File: config.mk
export PLATFORM = sky130hd
export DESIGN_NAME = gsu_alu_seq
export DESIGN_NICKNAME = d
export VERILOG_FILES = /design/src/rtl/gsu_alu_pkg.sv /design/src/rtl/gsu_alu_mul_seq.sv /design/src/rtl/gsu_alu_seq.sv
export SDC_FILE = /design/constraint.sdc
export NUM_CORES = 1
export LEC_CHECK = 0
export CORE_MARGIN = 2
export CORE_UTILIZATION = 60
export DETAILED_ROUTE_END_ITERATION = 16
export PLACE_DENSITY = 0.83
export SYNTH_ARGS = -nofsm -noshare
export SYNTH_HDL_FRONTEND = slang
export SYNTH_HIERARCHICAL = 1
export SYNTH_SLANG_ARGS = --single-unit
File: constraint.sdc
create_clock -name clk -period 11.5 [get_ports clk]
set_input_delay 3.45 -clock clk [delete_from_list [all_inputs] [get_ports clk]]
set_output_delay 3.45 -clock clk [all_outputs]
set_load 0.005 [all_outputs]
File: src/rtl/gsu_alu_pkg.sv
// Shared definitions for the registered GSU ALU.
//  - Opcode encodings (4-bit) as issued by the instruction decoder.
//  - flag_we masks, bit order {ov, cy, s, zf}.
//  - FSM state type for the multiply sequencer.
//  - is_mul(): true for the multi-cycle multiply group.
package gsu_alu_pkg;

  localparam logic [3:0] OP_ADD   = 4'd0;
  localparam logic [3:0] OP_ADC   = 4'd1;
  localparam logic [3:0] OP_SUB   = 4'd2;
  localparam logic [3:0] OP_SBC   = 4'd3;
  localparam logic [3:0] OP_CMP   = 4'd4;
  localparam logic [3:0] OP_AND   = 4'd5;
  localparam logic [3:0] OP_OR    = 4'd6;
  localparam logic [3:0] OP_XOR   = 4'd7;
  localparam logic [3:0] OP_BIC   = 4'd8;
  localparam logic [3:0] OP_ROR   = 4'd9;
  localparam logic [3:0] OP_LSR   = 4'd10;
  localparam logic [3:0] OP_SWAP  = 4'd11;
  localparam logic [3:0] OP_MULT  = 4'd12;
  localparam logic [3:0] OP_UMULT = 4'd13;
  localparam logic [3:0] OP_FMULT = 4'd14;
  localparam logic [3:0] OP_LMULT = 4'd15;

  localparam logic [3:0] FWE_ARITH = 4'b1111;
  localparam logic [3:0] FWE_LOGIC = 4'b0011;
  localparam logic [3:0] FWE_SHIFT = 4'b0111;
  localparam logic [3:0] FWE_MUL   = 4'b0011;
  localparam logic [3:0] FWE_LMUL  = 4'b0111;

  typedef enum logic {
    ST_IDLE = 1'b0,
    ST_MUL  = 1'b1
  } alu_state_e;

  // Multiply group occupies codes 12..15.
  function automatic logic is_mul(input logic [3:0] op);
    return (op[3:2] == 2'b11);
  endfunction

endpackage

File: src/rtl/gsu_alu_mul_seq.sv
// Sequential radix-2 shift-add multiplier.
//  clk, rst     clock, synchronous active-high reset (aborts a run)
//  start_i      load operands and perform the first iteration
//  full_i       0: WIDTH/2 x WIDTH/2 (low halves), 1: WIDTH x WIDTH
//  signed_i     two's-complement operands
//  a_i, b_i     multiplicand / multiplier
//  done_o       one-cycle pulse, registered on the edge of the final iteration
//  prod_o       2*WIDTH product, valid while done_o=1
module gsu_alu_mul_seq #(
  parameter int unsigned WIDTH = 16
) (
  input  logic                 clk,
  input  logic                 rst,
  input  logic                 start_i,
  input  logic                 full_i,
  input  logic                 signed_i,
  input  logic [WIDTH-1:0]     a_i,
  input  logic [WIDTH-1:0]     b_i,
  output logic                 done_o,
  output logic [2*WIDTH-1:0]   prod_o
);

  localparam int unsigned HALF  = WIDTH / 2;
  localparam int unsigned CNT_W = $clog2(WIDTH);

  logic [2*WIDTH-1:0] acc_q, acc_d;
  logic [2*WIDTH-1:0] mcand_q, mcand_d;
  logic [WIDTH-1:0]   mplier_q, mplier_d;
  logic [CNT_W-1:0]   cnt_q, cnt_d;
  logic               active_q, active_d;
  logic               sgn_q, sgn_d;
  logic               done_q, done_d;

  logic [2*WIDTH-1:0] a_ext;
  logic [WIDTH-1:0]   b_ext;
  logic [2*WIDTH-1:0] pp;
  logic               last;

  always_comb begin
    if (full_i) begin
      a_ext = {{WIDTH{signed_i & a_i[WIDTH-1]}}, a_i};
      b_ext = b_i;
    end else begin
      a_ext = {{(WIDTH + HALF){signed_i & a_i[HALF-1]}}, a_i[HALF-1:0]};
      b_ext = {{HALF{1'b0}}, b_i[HALF-1:0]};
    end
  end

  // Iteration 0 is folded into the load cycle so the run takes exactly
  // len edges (load + len-1 more); the counter therefore starts at len-2.
  // The multiplier MSB carries negative weight when signed, so its partial
  // product is subtracted instead of added on the final iteration.
  always_comb begin
    acc_d    = acc_q;
    mcand_d  = mcand_q;
    mplier_d = mplier_q;
    cnt_d    = cnt_q;
    sgn_d    = sgn_q;
    active_d = active_q;
    done_d   = 1'b0;
    pp       = mplier_q[0] ? mcand_q : '0;
    last     = (cnt_q == '0);
    if (start_i) begin
      acc_d    = b_ext[0] ? a_ext : '0;
      mcand_d  = a_ext << 1;
      mplier_d = b_ext >> 1;
      cnt_d    = full_i ? CNT_W'(WIDTH - 2) : CNT_W'(HALF - 2);
      sgn_d    = signed_i;
      active_d = 1'b1;
    end else if (active_q) begin
      acc_d    = (sgn_q && last) ? (acc_q - pp) : (acc_q + pp);
      mcand_d  = mcand_q << 1;
      mplier_d = mplier_q >> 1;
      cnt_d    = cnt_q - CNT_W'(1);
      if (last) begin
        active_d = 1'b0;
        done_d   = 1'b1;
      end
    end
  end

  always_ff @(posedge clk) begin
    if (rst) begin
      acc_q    <= '0;
      mcand_q  <= '0;
      mplier_q <= '0;
      cnt_q    <= '0;
      sgn_q    <= 1'b0;
      active_q <= 1'b0;
      done_q   <= 1'b0;
    end else begin
      acc_q    <= acc_d;
      mcand_q  <= mcand_d;
      mplier_q <= mplier_d;
      cnt_q    <= cnt_d;
      sgn_q    <= sgn_d;
      active_q <= active_d;
      done_q   <= done_d;
    end
  end

  assign done_o = done_q;
  assign prod_o = acc_q;

endmodule

File: src/rtl/gsu_alu_seq.sv
// Registered GSU ALU with multi-cycle multiply under a start/done handshake.
//  clk, rst          clock, synchronous active-high reset
//  start, op         issue request and opcode (ignored while busy)
//  x, y, imm         operands; y_src_sel picks Y = y or zero-extended imm
//  cy_in             stored carry for ADC/SBC/ROR
//  busy              multiply in progress
//  done              one-cycle result strobe; z/z_hi/flags valid only then
//  z_we              write z back (0 for CMP)
//  z, z_hi           result / product high word; LMULT low word
//  flag_we           {ov,cy,s,zf} update mask; masked flags read 0
//  ov, cy, s, zf     result flags
module gsu_alu_seq
  import gsu_alu_pkg::*;
#(
  parameter int unsigned WIDTH = 16,
  parameter int unsigned IMM_W = 8
) (
  input  logic             clk,
  input  logic             rst,
  input  logic             start,
  input  logic [3:0]       op,
  input  logic [WIDTH-1:0] x,
  input  logic [WIDTH-1:0] y,
  input  logic [IMM_W-1:0] imm,
  input  logic             y_src_sel,
  input  logic             cy_in,
  output logic             busy,
  output logic             done,
  output logic             z_we,
  output logic [WIDTH-1:0] z,
  output logic [WIDTH-1:0] z_hi,
  output logic [3:0]       flag_we,
  output logic             ov,
  output logic             cy,
  output logic             s,
  output logic             zf
);

  localparam int unsigned HALF = WIDTH / 2;

  alu_state_e state_q, state_d;
  logic [3:0] op_q, op_d;

  logic             done_q, done_d;
  logic             z_we_q, z_we_d;
  logic [WIDTH-1:0] z_q, z_d;
  logic [WIDTH-1:0] z_hi_q, z_hi_d;
  logic [3:0]       fwe_q, fwe_d;
  logic             ov_q, ov_d;
  logic             cy_q, cy_d;
  logic             s_q, s_d;
  logic             zf_q, zf_d;

  logic [WIDTH-1:0]   yv;
  logic [WIDTH-1:0]   y_op;
  logic               sub_op;
  logic               cin;
  logic [WIDTH:0]     addsub;
  logic               ov_add;
  logic               accept;
  logic               mul_start;
  logic               mul_done;
  logic [2*WIDTH-1:0] prod;

  assign yv     = y_src_sel ? {{(WIDTH - IMM_W){1'b0}}, imm} : y;
  assign accept = start && (state_q == ST_IDLE);
  assign mul_start = accept && is_mul(op);

  // Subtraction is x + ~Y + cin; carry-out then means "no borrow".
  always_comb begin
    sub_op = (op == OP_SUB) || (op == OP_SBC) || (op == OP_CMP);
    y_op   = sub_op ? ~yv : yv;
    case (op)
      OP_ADC, OP_SBC: cin = cy_in;
      OP_SUB, OP_CMP: cin = 1'b1;
      default:        cin = 1'b0;
    endcase
    addsub = {1'b0, x} + {1'b0, y_op} + {{WIDTH{1'b0}}, cin};
    ov_add = (x[WIDTH-1] == y_op[WIDTH-1]) && (addsub[WIDTH-1] != x[WIDTH-1]);
  end

  gsu_alu_mul_seq #(
    .WIDTH(WIDTH)
  ) u_mul (
    .clk      (clk),
    .rst      (rst),
    .start_i  (mul_start),
    .full_i   ((op == OP_FMULT) || (op == OP_LMULT)),
    .signed_i (op != OP_UMULT),
    .a_i      (x),
    .b_i      (yv),
    .done_o   (mul_done),
    .prod_o   (prod)
  );

  always_comb begin
    state_d = state_q;
    op_d    = op_q;
    done_d  = 1'b0;
    z_we_d  = 1'b0;
    z_d     = '0;
    z_hi_d  = '0;
    fwe_d   = '0;
    ov_d    = 1'b0;
    cy_d    = 1'b0;
    if (mul_done) begin
      state_d = ST_IDLE;
      done_d  = 1'b1;
      z_we_d  = 1'b1;
      if ((op_q == OP_FMULT) || (op_q == OP_LMULT)) begin
        z_d   = prod[2*WIDTH-1:WIDTH];
        cy_d  = prod[WIDTH-1];
        fwe_d = FWE_LMUL;
        if (op_q == OP_LMULT) begin
          z_hi_d = prod[WIDTH-1:0];
        end
      end else begin
        z_d   = prod[WIDTH-1:0];
        fwe_d = FWE_MUL;
      end
    end else if (accept) begin
      if (is_mul(op)) begin
        state_d = ST_MUL;
        op_d    = op;
      end else begin
        done_d = 1'b1;
        z_we_d = (op != OP_CMP);
        case (op)
          OP_ADD, OP_ADC, OP_SUB, OP_SBC, OP_CMP: begin
            z_d   = addsub[WIDTH-1:0];
            cy_d  = addsub[WIDTH];
            ov_d  = ov_add;
            fwe_d = FWE_ARITH;
          end
          OP_AND: begin z_d = x & yv;  fwe_d = FWE_LOGIC; end
          OP_OR:  begin z_d = x | yv;  fwe_d = FWE_LOGIC; end
          OP_XOR: begin z_d = x ^ yv;  fwe_d = FWE_LOGIC; end
          OP_BIC: begin z_d = x & ~yv; fwe_d = FWE_LOGIC; end
          OP_ROR: begin
            z_d   = {cy_in, x[WIDTH-1:1]};
            cy_d  = x[0];
            fwe_d = FWE_SHIFT;
          end
          OP_LSR: begin
            z_d   = {1'b0, x[WIDTH-1:1]};
            cy_d  = x[0];
            fwe_d = FWE_SHIFT;
          end
          OP_SWAP: begin
            z_d   = {x[HALF-1:0], x[WIDTH-1:HALF]};
            fwe_d = FWE_LOGIC;
          end
          default: begin
            z_d = '0;
          end
        endcase
      end
    end
    s_d  = z_d[WIDTH-1] & fwe_d[1];
    zf_d = (z_d == '0) & fwe_d[0];
  end

  always_ff @(posedge clk) begin
    if (rst) begin
      state_q <= ST_IDLE;
      op_q    <= '0;
      done_q  <= 1'b0;
      z_we_q  <= 1'b0;
      z_q     <= '0;
      z_hi_q  <= '0;
      fwe_q   <= '0;
      ov_q    <= 1'b0;
      cy_q    <= 1'b0;
      s_q     <= 1'b0;
      zf_q    <= 1'b0;
    end else begin
      state_q <= state_d;
      op_q    <= op_d;
      done_q  <= done_d;
      z_we_q  <= z_we_d;
      z_q     <= z_d;
      z_hi_q  <= z_hi_d;
      fwe_q   <= fwe_d;
      ov_q    <= ov_d;
      cy_q    <= cy_d;
      s_q     <= s_d;
      zf_q    <= zf_d;
    end
  end

  assign busy    = (state_q == ST_MUL);
  assign done    = done_q;
  assign z_we    = z_we_q;
  assign z       = z_q;
  assign z_hi    = z_hi_q;
  assign flag_we = fwe_q;
  assign ov      = ov_q;
  assign cy      = cy_q;
  assign s       = s_q;
  assign zf      = zf_q;

endmodule

==> flow_metrics.tcl, run 1 <==
set metrics [dict create \
    status "finished, final reports clean" \
    synth-simple-area-share_pct 22.2 \
    synth_compound_area_share_pct 24.4 \
    synth_cells 1297 \
    clkSinkCount 130 \
    track_usage_pct 36.3 \
    fin_setup_tns_ns 0 \
    synth-xor-area-share_pct 6.87 \
    hold_viol_final 0 \
    path_clk_slew_ns 0.06 \
    synthesis.area_mm2 0.00996 \
    vias 10100 \
    die_w_um 133 \
    drt_iter0_markers 1344 \
    drc 0 \
    diodes 0 \
    antenna_left 0 \
    first_pass_iters 7 \
    final_cell_mix "179 x nor2_1, 134 x nand2_1, 129 x dfxtp_1, 119 x a21oi_1, 90 x clkdlybuf4s50_1" \
    hold_path.class "reg2reg" \
    portBuffers 91 \
    fillers 1373 \
    critPathMaxFanout 16 \
    yosys_warnings 6 \
    drive_gt1_share_pct 5.69 \
    core_area_mm2 0.0164 \
    synth_top_family_by_area "compound AO/OA/AOI/OAI gates" \
    peakVddDrop_v 0.000115 \
    routed_wl_mm 31.9 \
    cts_tree "yes" \
    area_growth_pct 15.6 \
    ys_async_sr_fraction_pct 0 \
    critPathRequiredTime_ns 11.85 \
    dieArea_mm2 0.0176 \
    drv_cap 0 \
    multiInputGateArea_mm2 0.00685 \
    htreeDepth 4 \
    cts_inserted_buffers 17 \
    seqCellArea_mm2 0.00260 \
    initial_core_util_pct 60.7 \
    ios 92 \
    synthAdderAreaFrac_pct 8.44 \
    yosys-mux-area-fraction_pct 6.75 \
    num_rows 47 \
    synth_ff_type "dfxtp_1" \
    final_util_pct 70.2 \
    antenna_found_initial 0 \
    slew_viol_final 0 \
    die_y_um 133 \
    syn_nets 1412 \
    power_density_mw_per_mm2 145 \
    final_nets 1456 \
    ctsResizeCount 0 \
    grt_pass1_wl_mm 50.4 \
    routedWlPerCell_um 20.2 \
    power.leakage_nw 4.73 \
    globalRoute.totalOverflow 0 \
    clkLatencyLatePin_ns 0.43 \
    finalClockSkew_ns 0.00892 \
    finalCritPeriodShare_pct 65.6 \
    root_buffer "clkbuf_16" \
    place_congestion 1.01 \
    max_freq_ghz 0.133 \
    postCtsSetupRepairBufs 0 \
    clock_path_buffers 2 \
    synth-seq-cells 130 \
    synth-edff-count 0 \
    cp-end-kind "flop" \
    grt_pass1_vias 9173 \
    rsz0062_at_grt "false" \
    setup_viol 0 \
    cp-start-kind "input pin" \
    period_minus_slack_ns 7.55 \
    routed_via_density 6.40 \
    worstPathArrival_ns 7.89 \
    synth_cell_types 88 \
    grt_max_degree 72 \
    cts_hold_buf 0 \
    critPathKind "in2reg" \
    avgSynthCellArea_um2 7.68 \
    maxSlewHeadroom_pct 16.7 \
    tightest_slew_ns 1.25 \
    post-dp-hpwl_mm 23.5 \
    ys_seq_area_share_pct 26.1 \
    layout_commonest_cell "nor2_1" \
]
[power by group]
group	leakage, nW	internal (W)	total [W]	switching (W)
clock	0.294	0.000358	0.000566	0.000208
sequential	1.06	0.000481	0.000519	0.0000379
combinational	3.38	0.000253	0.000589	0.000336
total	4.73	0.00109	0.00167	0.000582
[cells in the mapped netlist, drive strengths merged, types with 5 or more instances]
| library cell | count | area (um2) |
|---|---|---|
| xnor2 | 46 | 422 |
| a21o | 29 | 219 |
| a22oi | 7 | 52.6 |
| nand3b | 9 | 67.6 |
| o22ai | 6 | 37.5 |
| a221oi | 19 | 173 |
| buf | 26 | 148 |
| nor3 | 25 | 125 |
| a31oi | 17 | 106 |
| o21ai | 57 | 289 |
| a211oi | 36 | 275 |
| nor2b | 15 | 93.8 |
| mux2i | 58 | 638 |
| and2 | 20 | 125 |
| nor4 | 5 | 37.5 |
| xor2 | 30 | 263 |
| nor3b | 6 | 45.0 |
| nand3 | 17 | 85.1 |
| nand2b | 22 | 140 |
| ha | 64 | 801 |
| o211ai | 9 | 67.6 |
| nand2 | 135 | 509 |
| a21oi | 119 | 596 |
| dfxtp | 130 | 2600 |
| and3 | 17 | 111 |
| o21a | 7 | 52.6 |
| clkbuf | 50 | 189 |
| nor2 | 181 | 682 |
| inv | 47 | 176 |
[routing by layer]
layer / vias up / global-route usage [%] / part of all wire, %
li1: 4759 / - / -
met1: 4592 / 50.4 / 41
met2: 612 / 53.6 / 42
met3: 111 / 8.97 / 12
met4: 0 / 15.5 / 4.4
met5: - / 0 / 0
[final cells by class]
cell class	instances	share of cell area (%)
multi-input cells	1044	59.5
clock inverters	12	1.36
clock buffers	20	4.05
inverters	47	1.53
well taps	220	2.39
repair buffers	101	8.54
flip-flops and latches	130	22.6
[metrics by stage]
step                instance area, um2  hold slack [ns]  setup WS, ns  power (W)  cells
finish                           11500            0.474          3.95    0.00167   1574
global route                     11500            0.504          3.64    0.00176   1574
CTS                              11500            0.474          4.00    0.00166   1574
detailed placement               10900            0.466          3.58    0.00109   1542
global placement                 10900            0.454          3.66    0.00108   1542
floorplan                         9960            0.445          4.16   0.000943   1297
[critical path, stage by stage]
cell and delay, ns:
clkdlybuf4s50_1 1.08, mux2i_1 0.52, xnor2_1 0.14, fa_1 0.46, fa_1 0.48, a211oi_2 0.20, o21ai_1 0.18, o211ai_1 0.31
nand2_1 0.12, a31oi_1 0.21, xnor2_1 0.10, a2111o_1 0.43, nor4_2 0.20
[worst paths after layout]
kind	start	end	slack (ns)	depth (start not counted)
setup / recovery	y_src_sel	zf$_SDFF_PP0_	3.95	13
setup reg to reg	u_mul/cnt_q[0]$_SDFFE_PP0N_	u_mul/prod_o[29]$_SDFFE_PP0N_	6.53	16
hold reg to reg	u_mul/sgn_q$_SDFFE_PP0P_	u_mul/sgn_q$_SDFFE_PP0P_	0.47	2
hold / removal	u_mul/sgn_q$_SDFFE_PP0P_	u_mul/sgn_q$_SDFFE_PP0P_	0.47	2
[state kept, by name (all words and copies together), names as in the netlist]
register / count
u_mul/prod_o: 32
u_mul/mcand_q: 31
z: 16
z_hi: 16
u_mul/mplier_q: 15
op_q: 4
u_mul/cnt_q: 4
flag_we: 3
busy: 1
cy: 1
ov: 1
s: 1
u_mul/active_q: 1
u_mul/done_o: 1
u_mul/sgn_q: 1
z_we: 1
zf: 1
[cell families (layout without fill, tap and decap cells)]
logic type                 count (synthesis)  in the layout
AOI/OAI and AO/OA                        366            366
xor gates and xnor gates                  76             76
adders and majority gates                 66             66
buffers and inverters                    123            180
DFF                                      130            130
muxes                                     61             61
and+or+nand+nor                          475            475
No activity file was read; power rests on OpenSTA's default activity.
==> inputs of run 2 (changes only) <==
--- a/config.mk
+++ b/config.mk
@@ -6,9 +6,9 @@
 export NUM_CORES = 1
 export LEC_CHECK = 0
 export CORE_MARGIN = 2
-export CORE_UTILIZATION = 60
+export CORE_UTILIZATION = 59
 export DETAILED_ROUTE_END_ITERATION = 16
-export PLACE_DENSITY = 0.83
+export PLACE_DENSITY = 0.82
 export SYNTH_ARGS = -nofsm -noshare
 export SYNTH_HDL_FRONTEND = slang
 export SYNTH_HIERARCHICAL = 1
==> constraint.sdc (replaced) <==
create_clock -name clk -period 7.7 [get_ports clk]
set_input_delay 2.31 -clock clk [delete_from_list [all_inputs] [get_ports clk]]
set_output_delay 2.31 -clock clk [all_outputs]
set_load 0.005 [all_outputs]
==> run 2 against run 1 <==
Net effect: clock power is 31% higher; final cell count is 0.19% higher; combinational power is 50% higher; critical path depth is 4 higher; clock-buffer cell count is 1 higher; global-route usage is 0.49 points lower; sequential share of layout area is 0.094 points higher; critical path type unchanged; critical endpoint unchanged.
==> flow_metrics.tcl, run 2 (synthesis gave the netlist of run 1 again) <==
set metrics [dict create \
    status "finished, final reports clean" \
    track_usage_pct 35.8 \
    critPathLaunch "op[2]" \
    drive_gt1_share_pct 5.75 \
    clock_path_buffers 2 \
    die_w_um 134 \
    cp-start-kind "input pin" \
    htreeDepth 4 \
    r2r_cells 16 \
    slowest_stage "clkdlybuf4s50_1" \
    critPathRequiredTime_ns 8.04 \
    root_buffer "clkbuf_16" \
    fin_setup_tns_ns 0 \
    crit_chain "clkdlybuf4s50_1 > inv_1 > nor3_1 > a21oi_1 > nor2_1 > buf_4 > xnor2_1 > fa_1 > fa_1 > a211oi_2 > o21ai_1 > o211ai_1 > nand2_1 > a31oi_1 > xnor2_1 > a2111o_1 > nor4_2" \
    drc 0 \
    cts_inserted_buffers 17 \
    first_pass_iters 6 \
    layout_commonest_cell "nor2_1" \
    path_depth 17 \
    worstPathArrival_ns 6.72 \
    routed_wl_mm 32.1 \
    power_density_mw_per_mm2 209 \
    critPathMaxFanout 17 \
    period_minus_slack_ns 6.38 \
    place_congestion 1.01 \
    rrSetupSlack_ns 2.39 \
    power.leakage_nw 4.72 \
    antenna_left 0 \
    finalCritPeriodShare_pct 82.9 \
    postCtsSetupRepairBufs 0 \
    final_util_pct 69.4 \
    rsz0062_at_grt "false" \
    path_clk_slew_ns 0.06 \
    maxSlewHeadroom_pct 20.8 \
    routed_via_density 6.40 \
    setup_viol 0 \
    hold_path.class "reg2reg" \
    vias 10100 \
    grt_max_degree 69 \
    grt_pass1_vias 9009 \
    worst_r2r_endpoint "u_mul/prod_o[31]$_SDFFE_PP0N_" \
    placed_area_mm2 0.0109 \
    design_area_mm2 0.0115 \
    critPathKind "in2reg" \
    largest_reg_flops 32 \
    cts_tree "yes" \
    portBuffers 91 \
    slew_viol_final 0 \
    hold_viol_final 0 \
    cp-end-kind "flop" \
    cpPeakStageDelay_ns 0.82 \
    cts_hold_buf 0 \
    r2r-start "u_mul/cnt_q[0]$_SDFFE_PP0N_" \
    ctsResizeCount 0 \
    grt_pass1_wl_mm 50.1 \
    crit_path_end "zf$_SDFF_PP0_" \
    finalClockSkew_ns 0.0120 \
    tightest_slew_ns 1.19 \
    peakVddDrop_v 0.000165 \
    drt_iter0_markers 1615 \
    final_cell_mix "179 x nor2_1, 134 x nand2_1, 129 x dfxtp_1, 119 x a21oi_1, 90 x clkdlybuf4s50_1" \
    post-dp-hpwl_mm 23.7 \
    drv_cap 0 \
    antenna_found_initial 0 \
    instances_no_fill 1577 \
    power.total_w 0.00239 \
    routedWlPerCell_um 20.4 \
    place_inst 1546 \
    cp_num_buf_inv 3 \
    num_rows 47 \
    final_nets 1460 \
    globalRoute.totalOverflow 0 \
    area_growth_pct 15.1 \
    dieArea_mm2 0.0179 \
    initial_core_util_pct 60.3 \
    clkSinkCount 130 \
    clkLatencyLatePin_ns 0.43 \
    max_freq_ghz 0.157 \
    die_y_um 134 \
    ios 92 \
    cpLargestDelayFamily "compound AO/OA/AOI/OAI gates" \
    core_area_mm2 0.0165 \
]
[run 2: cell count changes in the layout (fill, tap and decap cells not counted)]
cell	previous run	this run
clkinvlp_4	4	3
diode_2	0	1
buf_4	11	14
bufinv_16	3	0
clkinv_4	3	2
buf_12	0	1
clkinv_2	2	4
clkbuf_1	0	1
[run 2: worst min-delay path by stage]
stage	start	end	depth (start not counted)	slack [ns]
finish	u_mul/sgn_q$_SDFFE_PP0P_	u_mul/sgn_q$_SDFFE_PP0P_	2	0.48
global route	u_mul/sgn_q$_SDFFE_PP0P_	u_mul/sgn_q$_SDFFE_PP0P_	2	0.50
CTS	u_mul/sgn_q$_SDFFE_PP0P_	u_mul/sgn_q$_SDFFE_PP0P_	2	0.48
detailed placement	u_mul/sgn_q$_SDFFE_PP0P_	u_mul/sgn_q$_SDFFE_PP0P_	2	0.47
global placement	u_mul/sgn_q$_SDFFE_PP0P_	u_mul/sgn_q$_SDFFE_PP0P_	2	0.47
floorplan	u_mul/sgn_q$_SDFFE_PP0P_	u_mul/sgn_q$_SDFFE_PP0P_	2	0.44
[run 2: worst register-to-register path: cells and delay by family (launching register included)]
family                     cells  cell delay, ns
xor gates and xnor gates       1            0.16
AOI/OAI and AO/OA              9            2.56
adders and majority gates      2            0.59
and+or+nand+nor                3            1.54
DFF                            1            0.33
buffers and inverters          1            0.06
[run 2: area by class of cell]
| type | instances | area (um2) |
|---|---|---|
| Fill cell | 1380 | 5060 |
| Multi-Input combinational cell | 1044 | 6850 |
| Clock inverter | 9 | 60.1 |
| Clock buffer | 21 | 470 |
| Timing Repair Buffer | 105 | 1030 |
| Antenna cell | 1 | 2.50 |
| Inverter | 47 | 176 |
| Tap cell | 220 | 275 |
| Sequential cell | 130 | 2600 |
[run 2: through the flow]
| step | hold WS (ns) | setup slack (ns) |
|---|---|---|
| detailed placement | 0.473 | 0.946 |
| finish | 0.483 | 1.32 |
| global route | 0.502 | 1.02 |
| CTS | 0.482 | 1.37 |
| floorplan | 0.445 | 1.50 |
| global placement | 0.466 | 1.04 |
[run 2: where the power goes]
part | switching [W] | leakage, nW | internal (W)
combinational | 0.000502 | 3.41 | 0.000380
clock | 0.000309 | 0.257 | 0.000431
sequential | 0.0000515 | 1.06 | 0.000719
[run 2: per-layer routing]
layer	up-vias	global-route usage, %	part of all wire (%)
met4	0	10.9	2.8
li1	4737	-	-
met2	603	52.7	42
met1	4677	51.0	43
met3	77	9.79	12
met5	-	0	0
==> inputs of run 3 (changes only) <==
==> constraint.sdc (replaced) <==
create_clock -name clk -period 6.59 [get_ports clk]
set_input_delay 1.977 -clock clk [delete_from_list [all_inputs] [get_ports clk]]
set_output_delay 1.977 -clock clk [all_outputs]
set_load 0.005 [all_outputs]
==> run 3 against run 2 <==
Net effect: largest power group unchanged; sequential power up 18%; power increased by 22%; global-route usage rose by 0.93 points; die area unchanged.
==> flow_metrics.tcl, run 3 (synthesis gave the netlist of run 1 again) <==
set metrics [dict create \
    critPathRequiredTime_ns 6.93 \
    antenna_found_initial 0 \
    antenna_left 0 \
    fillers 1374 \
    drc 0 \
    postCtsSetupRepairBufs 0 \
    critPathKind "in2reg" \
    grt_pass1_vias 9136 \
    drive_gt1_share_pct 6.58 \
    layout_commonest_cell "nor2_1" \
    routed_wl_mm 33.0 \
    dieArea_mm2 0.0179 \
    die_y_um 134 \
    clkLatencyLatePin_ns 0.43 \
    routed_via_density 6.42 \
    power_density_mw_per_mm2 251 \
    cpLargestDelayFamily "compound AO/OA/AOI/OAI gates" \
    num_rows 47 \
    setup_viol 0 \
    fin_setup_tns_ns 0 \
    root_buffer "clkbuf_16" \
    area_growth_pct 16.4 \
    core_area_mm2 0.0165 \
    cp-end-kind "flop" \
    routedWlPerCell_um 20.8 \
    first_pass_iters 8 \
    crit_chain "clkdlybuf4s50_1 > buf_4 > inv_1 > nor3_1 > a21oi_1 > nor2_1 > buf_4 > xnor2_1 > ha_1 > a21oi_1 > o2111ai_1 > o22ai_1 > xor2_1 > o221ai_1 > a22o_1 > a2111o_1 > nor4_2" \
    cts_hold_buf 0 \
    initial_core_util_pct 60.3 \
    slowest_stage "clkdlybuf4s50_1" \
    track_usage_pct 36.7 \
    grt_pass1_wl_mm 51.0 \
    cp-start-kind "input pin" \
    place_inst 1555 \
    drv_cap 0 \
    cpPeakStageDelay_ns 0.45 \
    final_cell_mix "179 x nor2_1, 134 x nand2_1, 129 x dfxtp_1, 119 x a21oi_1, 90 x clkdlybuf4s50_1" \
    hold_path.class "reg2reg" \
    peakVddDrop_v 0.000199 \
    ios 92 \
    post-dp-hpwl_mm 24.4 \
    tightest_slew_ns 1.24 \
    grt_max_degree 57 \
    clkSinkCount 130 \
    worstPathArrival_ns 5.99 \
    vias 10200 \
    portBuffers 91 \
    critPathMaxFanout 17 \
    cts_tree "yes" \
    clock_path_buffers 2 \
    cp_num_buf_inv 4 \
    finalClockSkew_ns 0.0191 \
    path_clk_slew_ns 0.06 \
    rsz0062_at_grt "false" \
    drt_iter0_markers 1366 \
    largest_reg_flops 32 \
    power.leakage_nw 4.79 \
    slew_viol_final 0 \
    cts_inserted_buffers 17 \
    diodes 0 \
    die_w_um 134 \
    htreeDepth 4 \
    globalRoute.totalOverflow 0 \
    period_minus_slack_ns 5.65 \
    finalCritPeriodShare_pct 85.7 \
    status "finished, final reports clean" \
    max_freq_ghz 0.177 \
    whs_ns 0.472 \
    multiInputGateArea_mm2 0.00685 \
    instances_no_fill 1588 \
    final_nets 1470 \
    seqCellArea_mm2 0.00260 \
    place_congestion 1.05 \
    ctsResizeCount 0 \
    maxSlewHeadroom_pct 17.4 \
    hold_viol_final 0 \
]
## run 3: per-stage QoR
step	total power [W]	utilization (%)	worst slack, ns	cell area, um2
after global routing	0.00304	70.2	0.679	11600
after CTS	0.00288	70.1	1.04	11600
after detailed placement	0.00191	66.5	0.657	11000
final	0.00291	70.2	0.944	11600
after global placement	0.00190	66.5	0.708	11000
after floorplan	0.00165	-	0.726	9960
## run 3: worst paths after layout
path | start | end | slack, ns | depth (start not counted)
worst max-delay path | op[2] | zf$_SDFF_PP0_ | 0.94 | 17
worst max register to register | u_mul/cnt_q[0]$_SDFFE_PP0N_ | u_mul/prod_o[31]$_SDFFE_PP0N_ | 1.53 | 16
worst min register to register | u_mul/sgn_q$_SDFFE_PP0P_ | u_mul/sgn_q$_SDFFE_PP0P_ | 0.47 | 2
worst min-delay path | u_mul/sgn_q$_SDFFE_PP0P_ | u_mul/sgn_q$_SDFFE_PP0P_ | 0.47 | 2
## run 3: area by class of cell
cell class	count	area share (%)
Multi-Input combinational cell	1044	59.1
Clock buffer	21	4.06
Sequential cell	130	22.5
Tap cell	220	2.37
Timing Repair Buffer	115	9.39
Clock inverter	11	1.11
Inverter	47	1.52
## run 3: routing by layer
| metal | vias to the layer above | part of all wire (%) | track usage, % | wire [um] |
|---|---|---|---|---|
| li1 | 4744 | - | - | - |
| met1 | 4729 | 44 | 51.9 | 14400 |
| met2 | 610 | 42 | 53.8 | 13800 |
| met3 | 105 | 11 | 8.35 | 3530 |
| met4 | 0 | 3.9 | 15.5 | 1280 |
| met5 | - | 0 | 0 | 0 |
## run 3: tightest hold or removal path, cell delays in order (launching register included)
cell and delay, ns:
dfxtp_1 0.31, nand2_1 0.05, a21oi_1 0.06
## run 3: where the power goes
group / total [W] / switching (W) / leakage [nW] / internal, W
sequential: 0.000907 / 0.0000676 / 1.06 / 0.000839
clock: 0.000973 / 0.000384 / 0.278 / 0.000589
combinational: 0.00103 / 0.000586 / 3.45 / 0.000446
total: 0.00291 / 0.00104 / 4.79 / 0.00187
